### src/rtl/tick_meter_pkg.sv
// Shared types and defaults for the tick period meter: FSM state encoding,
// default sizing and the width rule for the lock match counter.
package tick_meter_pkg;

    localparam int DEF_WIDTH    = 8;
    localparam int DEF_LOCK_CNT = 4;

    typedef enum logic [1:0] {IDLE, ARM, MEAS} meter_state_t;

    function automatic int match_width(input int lock_cnt);
        return $clog2(lock_cnt + 1);
    endfunction

endpackage

### src/rtl/tick_lock_detector.sv
// Counts consecutive identical measurements, saturating at LOCK_CNT.
// Asserts locked once LOCK_CNT equal measurements have been seen in a row.
module tick_lock_detector
    import tick_meter_pkg::*;
#(
    parameter int WIDTH    = DEF_WIDTH,
    parameter int LOCK_CNT = DEF_LOCK_CNT,
    localparam int MW      = match_width(LOCK_CNT)
) (
    input  logic             clk50m,
    input  logic             rst_n,
    input  logic [WIDTH-1:0] meas,
    input  logic             meas_stb,
    input  logic             clear,
    output logic             locked,
    output logic [MW-1:0]    match
);

    localparam logic [MW-1:0] MATCH_MAX = MW'(LOCK_CNT);

    logic [MW-1:0]    match_q, match_d;
    logic [WIDTH-1:0] last_q, last_d;
    logic             locked_q, locked_d;

    always_comb begin
        // NOTE: every _d gets a default first so no path leaves it unassigned and no latch is inferred.
        match_d  = match_q;
        last_d   = last_q;
        locked_d = locked_q;
        if (clear) begin
            match_d  = '0;
            locked_d = 1'b0;
        end else if (meas_stb) begin
            last_d = meas;
            if (match_q == '0 || meas != last_q) begin
                match_d = MW'(1);
            end else if (match_q != MATCH_MAX) begin
                match_d = match_q + MW'(1);
            end
            locked_d = (match_d == MATCH_MAX);
        end
    end

    always_ff @(posedge clk50m or negedge rst_n) begin
        if (!rst_n) begin
            match_q  <= '0;
            last_q   <= '0;
            locked_q <= 1'b0;
        end else begin
            match_q  <= match_d;
            last_q   <= last_d;
            locked_q <= locked_d;
        end
    end

    assign locked = locked_q;
    assign match  = match_q;

endmodule

### src/rtl/tick_period_meter.sv
// Measures the spacing of single-cycle strobes and reports it as a prescaler
// reload value (interval-1), with lock and missing-strobe timeout indication.
module tick_period_meter
    import tick_meter_pkg::*;
#(
    parameter int WIDTH    = DEF_WIDTH,
    parameter int LOCK_CNT = DEF_LOCK_CNT
) (
    input  logic             clk50m,
    input  logic             rst_n,
    input  logic             en,
    input  logic             tick_in,
    output logic [WIDTH-1:0] period,
    output logic             period_valid,
    output logic             locked,
    output logic             timeout
);

    localparam logic [WIDTH-1:0] IVL_MAX = '1;

    meter_state_t     state_q;
    logic [WIDTH-1:0] ivl_q;
    logic [WIDTH-1:0] period_q;
    logic             period_valid_q;
    logic             timeout_q;

    logic ivl_full;
    logic meas_stb;
    logic lock_clear;
    // The match count is kept for debug visibility; only locked leaves the block.
    logic [match_width(LOCK_CNT)-1:0] lock_match_unused;

    assign ivl_full   = (ivl_q == IVL_MAX);
    assign meas_stb   = en && (state_q == MEAS) && tick_in;
    assign lock_clear = !en || (state_q != MEAS) || (ivl_full && !tick_in);

    always_ff @(posedge clk50m or negedge rst_n) begin
        if (!rst_n) begin
            state_q        <= IDLE;
            ivl_q          <= '0;
            period_q       <= '0;
            period_valid_q <= 1'b0;
            timeout_q      <= 1'b0;
        end else begin
            // NOTE: non-blocking assignments so every register samples the pre-edge values.
            period_valid_q <= 1'b0;
            timeout_q      <= 1'b0;
            if (!en) begin
                state_q <= IDLE;
            end else begin
                unique case (state_q)
                    IDLE: state_q <= ARM;
                    ARM: begin
                        if (tick_in) begin
                            ivl_q   <= '0;
                            state_q <= MEAS;
                        end
                    end
                    MEAS: begin
                        if (tick_in) begin
                            period_q       <= ivl_q;
                            period_valid_q <= 1'b1;
                            ivl_q          <= '0;
                        end else if (ivl_full) begin
                            // Counter is held at its maximum rather than wrapping.
                            timeout_q <= 1'b1;
                            state_q   <= ARM;
                        end else begin
                            ivl_q <= ivl_q + WIDTH'(1);
                        end
                    end
                    default: state_q <= IDLE;
                endcase
            end
        end
    end

    tick_lock_detector #(
        .WIDTH    (WIDTH),
        .LOCK_CNT (LOCK_CNT)
    ) u_lock (
        .clk50m   (clk50m),
        .rst_n    (rst_n),
        .meas     (ivl_q),
        .meas_stb (meas_stb),
        .clear    (lock_clear),
        .locked   (locked),
        .match    (lock_match_unused)
    );

    assign period       = period_q;
    assign period_valid = period_valid_q;
    assign timeout      = timeout_q;

endmodule
### config.mk
export PLATFORM = sky130hd
export DESIGN_NAME = tick_period_meter
export DESIGN_NICKNAME = d
export VERILOG_FILES = /design/src/rtl/tick_meter_pkg.sv /design/src/rtl/tick_lock_detector.sv /design/src/rtl/tick_period_meter.sv
export SDC_FILE = /design/constraint.sdc
export NUM_CORES = 1
export LEC_CHECK = 0
export CORE_MARGIN = 2
export CORE_UTILIZATION = 34
export CTS_CLUSTER_SIZE = 16
export DETAILED_ROUTE_END_ITERATION = 6
export PLACE_DENSITY = 0.48
export SYNTH_ARGS = -nofsm -noshare
export SYNTH_HDL_FRONTEND = slang
export SYNTH_SLANG_ARGS = --single-unit
### constraint.sdc
create_clock -name clk50m -period 2.3 [get_ports clk50m]
set_input_delay 0.23 -clock clk50m [delete_from_list [all_inputs] [get_ports clk50m]]
set_output_delay 0.23 -clock clk50m [all_outputs]
set_load 0.1 [all_outputs]
* Yosys cells after proc, flatten, opt, wreduce, memory -nomap -nowiden
Cells that the tools add are included.
** Word-level totals
- Bits of input ports :: 4
- Register bits :: 32
- Word-level logic and storage cells :: 63
- Output and inout port bits :: 11
** Cells by class
- Reductions and logical operators :: 16
- Bitwise operators :: 1
- Add/subtract/negate cells :: 2
- Multiplexer cells :: 24
- Eq/ne operators :: 12
** Operator list (count)
- two-way mux 8 bit :: 3
- two-way mux 3 bit :: 6
- case mux 8 bit (2 select lines) :: 1
- != test 3 bit (second input constant) :: 5
- two-way mux 1 bit :: 9
- adder 8 x 1 -> 8 bit (second input constant) :: 1
- equality test 8 bit (second input constant) :: 1
- two-way mux 2 bit :: 4
- != test 8 bit :: 1
- case mux 2 bit (3 select lines) :: 1
- AND reduction 3 bit :: 2
- != test 2 bit (second input constant) :: 2
- AND reduction 4 bit :: 1
- nonzero test 2 bit :: 2
- adder 3 x 1 -> 3 bit (second input constant) :: 1
- equality test 3 bit (second input constant) :: 1
- logical AND 1 bit :: 3
- logical NOT 3 bit :: 1
- logical OR 1 bit :: 3
- equality test 2 x 1 -> 1 bit (second input constant) :: 1
- equality test 2 bit (second input constant) :: 1
- logical NOT 1 bit :: 2
- logical NOT 2 bit :: 1
- AND reduction 2 bit :: 1
- inverter 1 bit :: 1

* Logic depth before layout (Yosys ltp)
- Depth after elaboration :: 8
- Mapped depth :: 6
- Depth with buffers taken out :: 6

* Cells and area by module
Synthesis repeated with hierarchy kept, for this count alone.
** Unflattened totals
- Cells, all modules :: 154
- Area, all modules :: 1600.3 sq um
** Modules (own cells, without submodules)
- tick_period_meter :: area an instance 935.9 sq um, seq. area each 500.5 sq um, cells each 96, instances 1
- tick_lock_detector :: area an instance 664.4 sq um, seq. area each 300.3 sq um, cells each 58, instances 1

* Least setup slack after synthesis
OpenSTA, ideal clock, no wires.
- Path kind :: reg2reg
- Start point :: reg ivl_q[0]
- End point :: reg ivl_q[1]
- Arrival time :: 1.466 ns
- Buffers on the path :: 0
- Data required time :: 2.221 ns
- Setup time :: 0.079 ns
- Clock period less this slack :: 1.545 ns
- Cell stages (with the launch flop) :: 6
- Setup slack :: 0.755 ns
- Cell sequence :: dfrtp_1 ha_1 and4b_4 a21o_4 a21boi_4 mux2i_1
** On the way
- Longest elaborated chain between the ends :: 4
- Elaborated cells between the ends (all ways) :: 7
- Those cells by class :: add/sub: 1; eq/ne: 2; mux: 3; reduce/logical: 1
** RTL lines
- start, declared :: line tick_period_meter.sv:22 : logic [WIDTH-1:0] ivl_q;
- start signal, assigned :: line tick_period_meter.sv:69 : ivl_q <= ivl_q + WIDTH'(1);
- adder 8 x 1 -> 8 bit :: line tick_period_meter.sv:69
- two-way mux 8 bit :: line tick_period_meter.sv:64 : end else if (ivl_full) begin
- two-way mux 8 bit :: line tick_period_meter.sv:60 : if (tick_in) begin
- case mux 8 bit (2 select lines) :: line tick_period_meter.sv:51 : unique case (state_q)
Several ways; a longest one is shown, not always the timed one. The select of a mux whose other input is x is not followed.
A chain may end at the register's enable or synchronous reset.

* Worst setup path after layout
- Start point :: reg ivl_q[0]
- End point :: reg ivl_q[3]
Same word-level chain as after synthesis.

==> impl_metrics.env <==
export IMPL_crit_top_cell="a21oi_1"
export IMPL_p_comb_share_pct=13.6
export IMPL_crit_end="ivl_q[3]$_DFFE_PN0P_"
export IMPL_seqPwrFrac_pct=49.1
export IMPL_cp_max_fo=5
export IMPL_drtIter0Drc=73
export IMPL_cp_required_ns=2.49
export IMPL_crit_path_start="ivl_q[0]$_DFFE_PN0P_"
export IMPL_cap_violations=0
export IMPL_grt_pass1_wl_mm=5.91
export IMPL_final_antenna_net_count=0
export IMPL_yosys_area_top_type="dfrtp_1"
export IMPL_fin_crit_sh_pct=76.2
export IMPL_power_per_cell_area_nw_per_um2=646
export IMPL_grt_max_degree=33
export IMPL_syn_area_sq_um=1670
export IMPL_antenna_found_initial=0
export IMPL_clockRootBuffer="clkbuf_8"
export IMPL_cp_arrival_ns=1.95
export IMPL_ff2ff_setup_slack_ns=0.55
export IMPL_avgSynthCellArea_sq_um=9.55
export IMPL_ys_warn_count=0
export IMPL_cts_resized=0
export IMPL_setup_worst_path_end_class="flip-flop"
export IMPL_finClkSkew_ns=0.00491
export IMPL_fin_cells=257
export IMPL_area_delta_synth_final_pct=15.1
export IMPL_ioPinCount=15
export IMPL_start_kind="flip-flop"
export IMPL_p_int_uw=899
export IMPL_path_class="reg -> reg"
export IMPL_rsz0062_at_grt="no"
export IMPL_maxSlewHeadroom_pct=69.0
export IMPL_cts_tree="yes"
export IMPL_clk_path_buf_depth=2
export IMPL_p_clk_share_pct=37.3
export IMPL_p_switching_uw=344
export IMPL_die_area_sq_um=5490
export IMPL_crit_chain="ha_1 -> and4b_4 -> a21oi_1 -> a21oi_1 -> a31oi_1"
export IMPL_core_area_sq_um=4720
export IMPL_avgViaCountPerCell=4.88
export IMPL_tightest_slew_ns=0.465
export IMPL_max_freq_ghz=0.571
export IMPL_gp_congestion=0.777
export IMPL_max_stage_delay_ns=0.45
export IMPL_min_period_ns=1.75
export IMPL_wl_per_cell_um=13.4
export IMPL_dpl_cell_count=250
export IMPL_synthDominantCellAreaShare_pct=47.9
export IMPL_tns_ns=0
export IMPL_outcome="finished, final reports clean"
export IMPL_start_util_pct=35.4
export IMPL_netlist_top_cells_area="dfrtp_1 (48%), nand2_1 (11%), mux2i_1 (3.6%)"
export IMPL_r2r_cells=5
export IMPL_path_clk_slew_ns=0.07
export IMPL_synth_net_count=182
export IMPL_layout_commonest_cell="nand2_1"
export IMPL_final_cell_mix="nand2_1 (51), dfrtp_1 (32), buf_4 (14)"
export IMPL_num_rows=25
export IMPL_grt_usage_pct=14.4
export IMPL_reg2reg_to="ivl_q[3]$_DFFE_PN0P_"
export IMPL_io_buffers=14
export IMPL_leakagePower_uw=0.000959
export IMPL_insertion_delay_ns=0.28
export IMPL_grt_pass1_vias=1266
export IMPL_drc=0
export IMPL_finalSetupViolCount=0
export IMPL_drtPass1Iterations=4
export IMPL_cts_sinks=32
export IMPL_worst_path_max_delay_cell="dfrtp_1"
export IMPL_post_route_util_pct=40.7
export IMPL_rr_startpoint="ivl_q[0]$_DFFE_PN0P_"
export IMPL_numCtsBuffers=5
export IMPL_die_width_um=74.1
export IMPL_h_tree_depth=2
export IMPL_final_area_sq_um=1920
export IMPL_fp_dieH_um=74.1
export IMPL_finalWirelength_mm=3.44
export IMPL_nets=197
export IMPL_hold_viol_final=0
export IMPL_synth_distinct_cells=39
export IMPL_timing_final_max_slew_violations=0
export IMPL_ys_ff_latch=32
export IMPL_ys_seq_area_share_pct=47.9
export IMPL_cts_hold_buf=0
export IMPL_grt_overflow_total=0
export IMPL_syn_instance_count=175
export IMPL_n_antenna_cell=0
export IMPL_drive_above_1_share_pct=14.7
export IMPL_hold_class="in -> async"
export IMPL_p_sw_share_pct=27.7
export IMPL_cts_setup_buffers=0
export IMPL_dpl_cell_area_sq_um=1830
export IMPL_dp_hpwl_mm=2.47
export IMPL_vdd_drop_max_mv=0.281
export IMPL_vias=1255
[final cells by class]
cell class	instances	area [sq um]
Clock buffer	7	96.3
Fill cell	483	2800
Inverter	7	26.3
Multi-Input combinational cell	127	782
Sequential cell	32	801
Tap cell	67	83.8
Timing Repair Buffer	17	135
[synthesized netlist by cell type]
cell        n
a211oi_1    1
and4_4      1
mux2i_1     6
nand2b_1    5
a21boi_4    1
buf_4       2
and4b_4     1
nor4_1      1
a41oi_1     1
nand4_1     4
nor2_1      6
and3_1      2
a21o_4      1
nor3_4      1
o21ai_0     1
ha_1        3
nand4bb_1   1
o22ai_1     1
a31oi_1     5
a21oi_2     1
nor4_2      1
a21oi_1     8
o32a_1      1
o211ai_1    1
o2111a_1    1
or3_1       2
o21a_1      1
nand4b_1    1
xor2_1      6
xnor2_1     3
inv_1       7
nand3b_1    2
o31ai_1     1
dfrtp_1    32
nand2_1    51
buf_2       5
and4b_1     1
buf_6       2
nand3_1     4
[critical path: cells and delay by family, from the launching register on]
family                     cells  cell delay (ns)
and+or+nand+nor                1             0.22
DFF                            1             0.45
AOI/OAI and AO/OA              3             0.71
adders and majority gates      1             0.29
[registers in the layout (all words and copies together) (netlist names)]
| register | flops |
|---|---|
| u_lock.last_q | 8 |
| timeout | 1 |
| period_valid | 1 |
| state_q | 2 |
| u_lock.locked | 1 |
| period | 8 |
| u_lock.match | 3 |
| ivl_q | 8 |
[worst min path at each step]
| stage | cells past startpoint | endpoint | slack [ns] |
|---|---|---|---|
| 2_1_floorplan | 0 | ivl_q[0]$_DFFE_PN0P_ | -0.07 |
| 3_3_place_gp | 2 | period[1]$_DFFE_PN0P_ | 0.46 |
| 3_5_place_dp | 2 | period[2]$_DFFE_PN0P_ | 0.46 |
| 4_1_cts | 2 | u_lock.match[1]$_DFFE_PN0P_ | 0.37 |
| 5_1_grt | 2 | u_lock.last_q[4]$_DFFE_PN0P_ | 0.39 |
| 6_report | 2 | u_lock.last_q[0]$_DFFE_PN0P_ | 0.35 |
[through the flow]
stage	power, uW	hold WS, ns	setup slack (ns)
3_3_place_gp	786	0.460	0.409
6_report	1240	0.352	0.548
4_1_cts	1260	0.369	0.565
5_1_grt	1300	0.386	0.413
2_1_floorplan	742	-0.0656	0.755
3_5_place_dp	791	0.464	0.402
[power by group through the flow]
| stage | Clock [uW] | Combinational (uW) | Sequential [uW] |
|---|---|---|---|
| finish | 464 | 169 | 610 |
| floorplan | 0 | 71.4 | 670 |
| detailed placement | 0 | 171 | 620 |
| CTS | 482 | 171 | 610 |
| global route | 508 | 183 | 613 |
| global placement | 0 | 168 | 618 |
[routing by layer]
layer / up-vias / global-route usage, % / part of all wire (%)
met2: 21 / 22.5 / 48
met3: 7 / 3.79 / 3.5
met4: 0 / 7.47 / 1.6
met1: 600 / 18.3 / 47
li1: 627 / - / -
met5: - / 0 / 0
[cell families after synthesis]
family / after synthesis / share of synthesized area [%]
adders and majority gates: 3 / 2.25
muxes: 6 / 3.59
DFF: 32 / 47.9
AOI/OAI and AO/OA: 25 / 11.1
and+or+nand+nor: 84 / 25.1
xor gates and xnor gates: 9 / 4.72
buffers and inverters: 16 / 5.31
No activity file was read; power rests on OpenSTA's default activity.
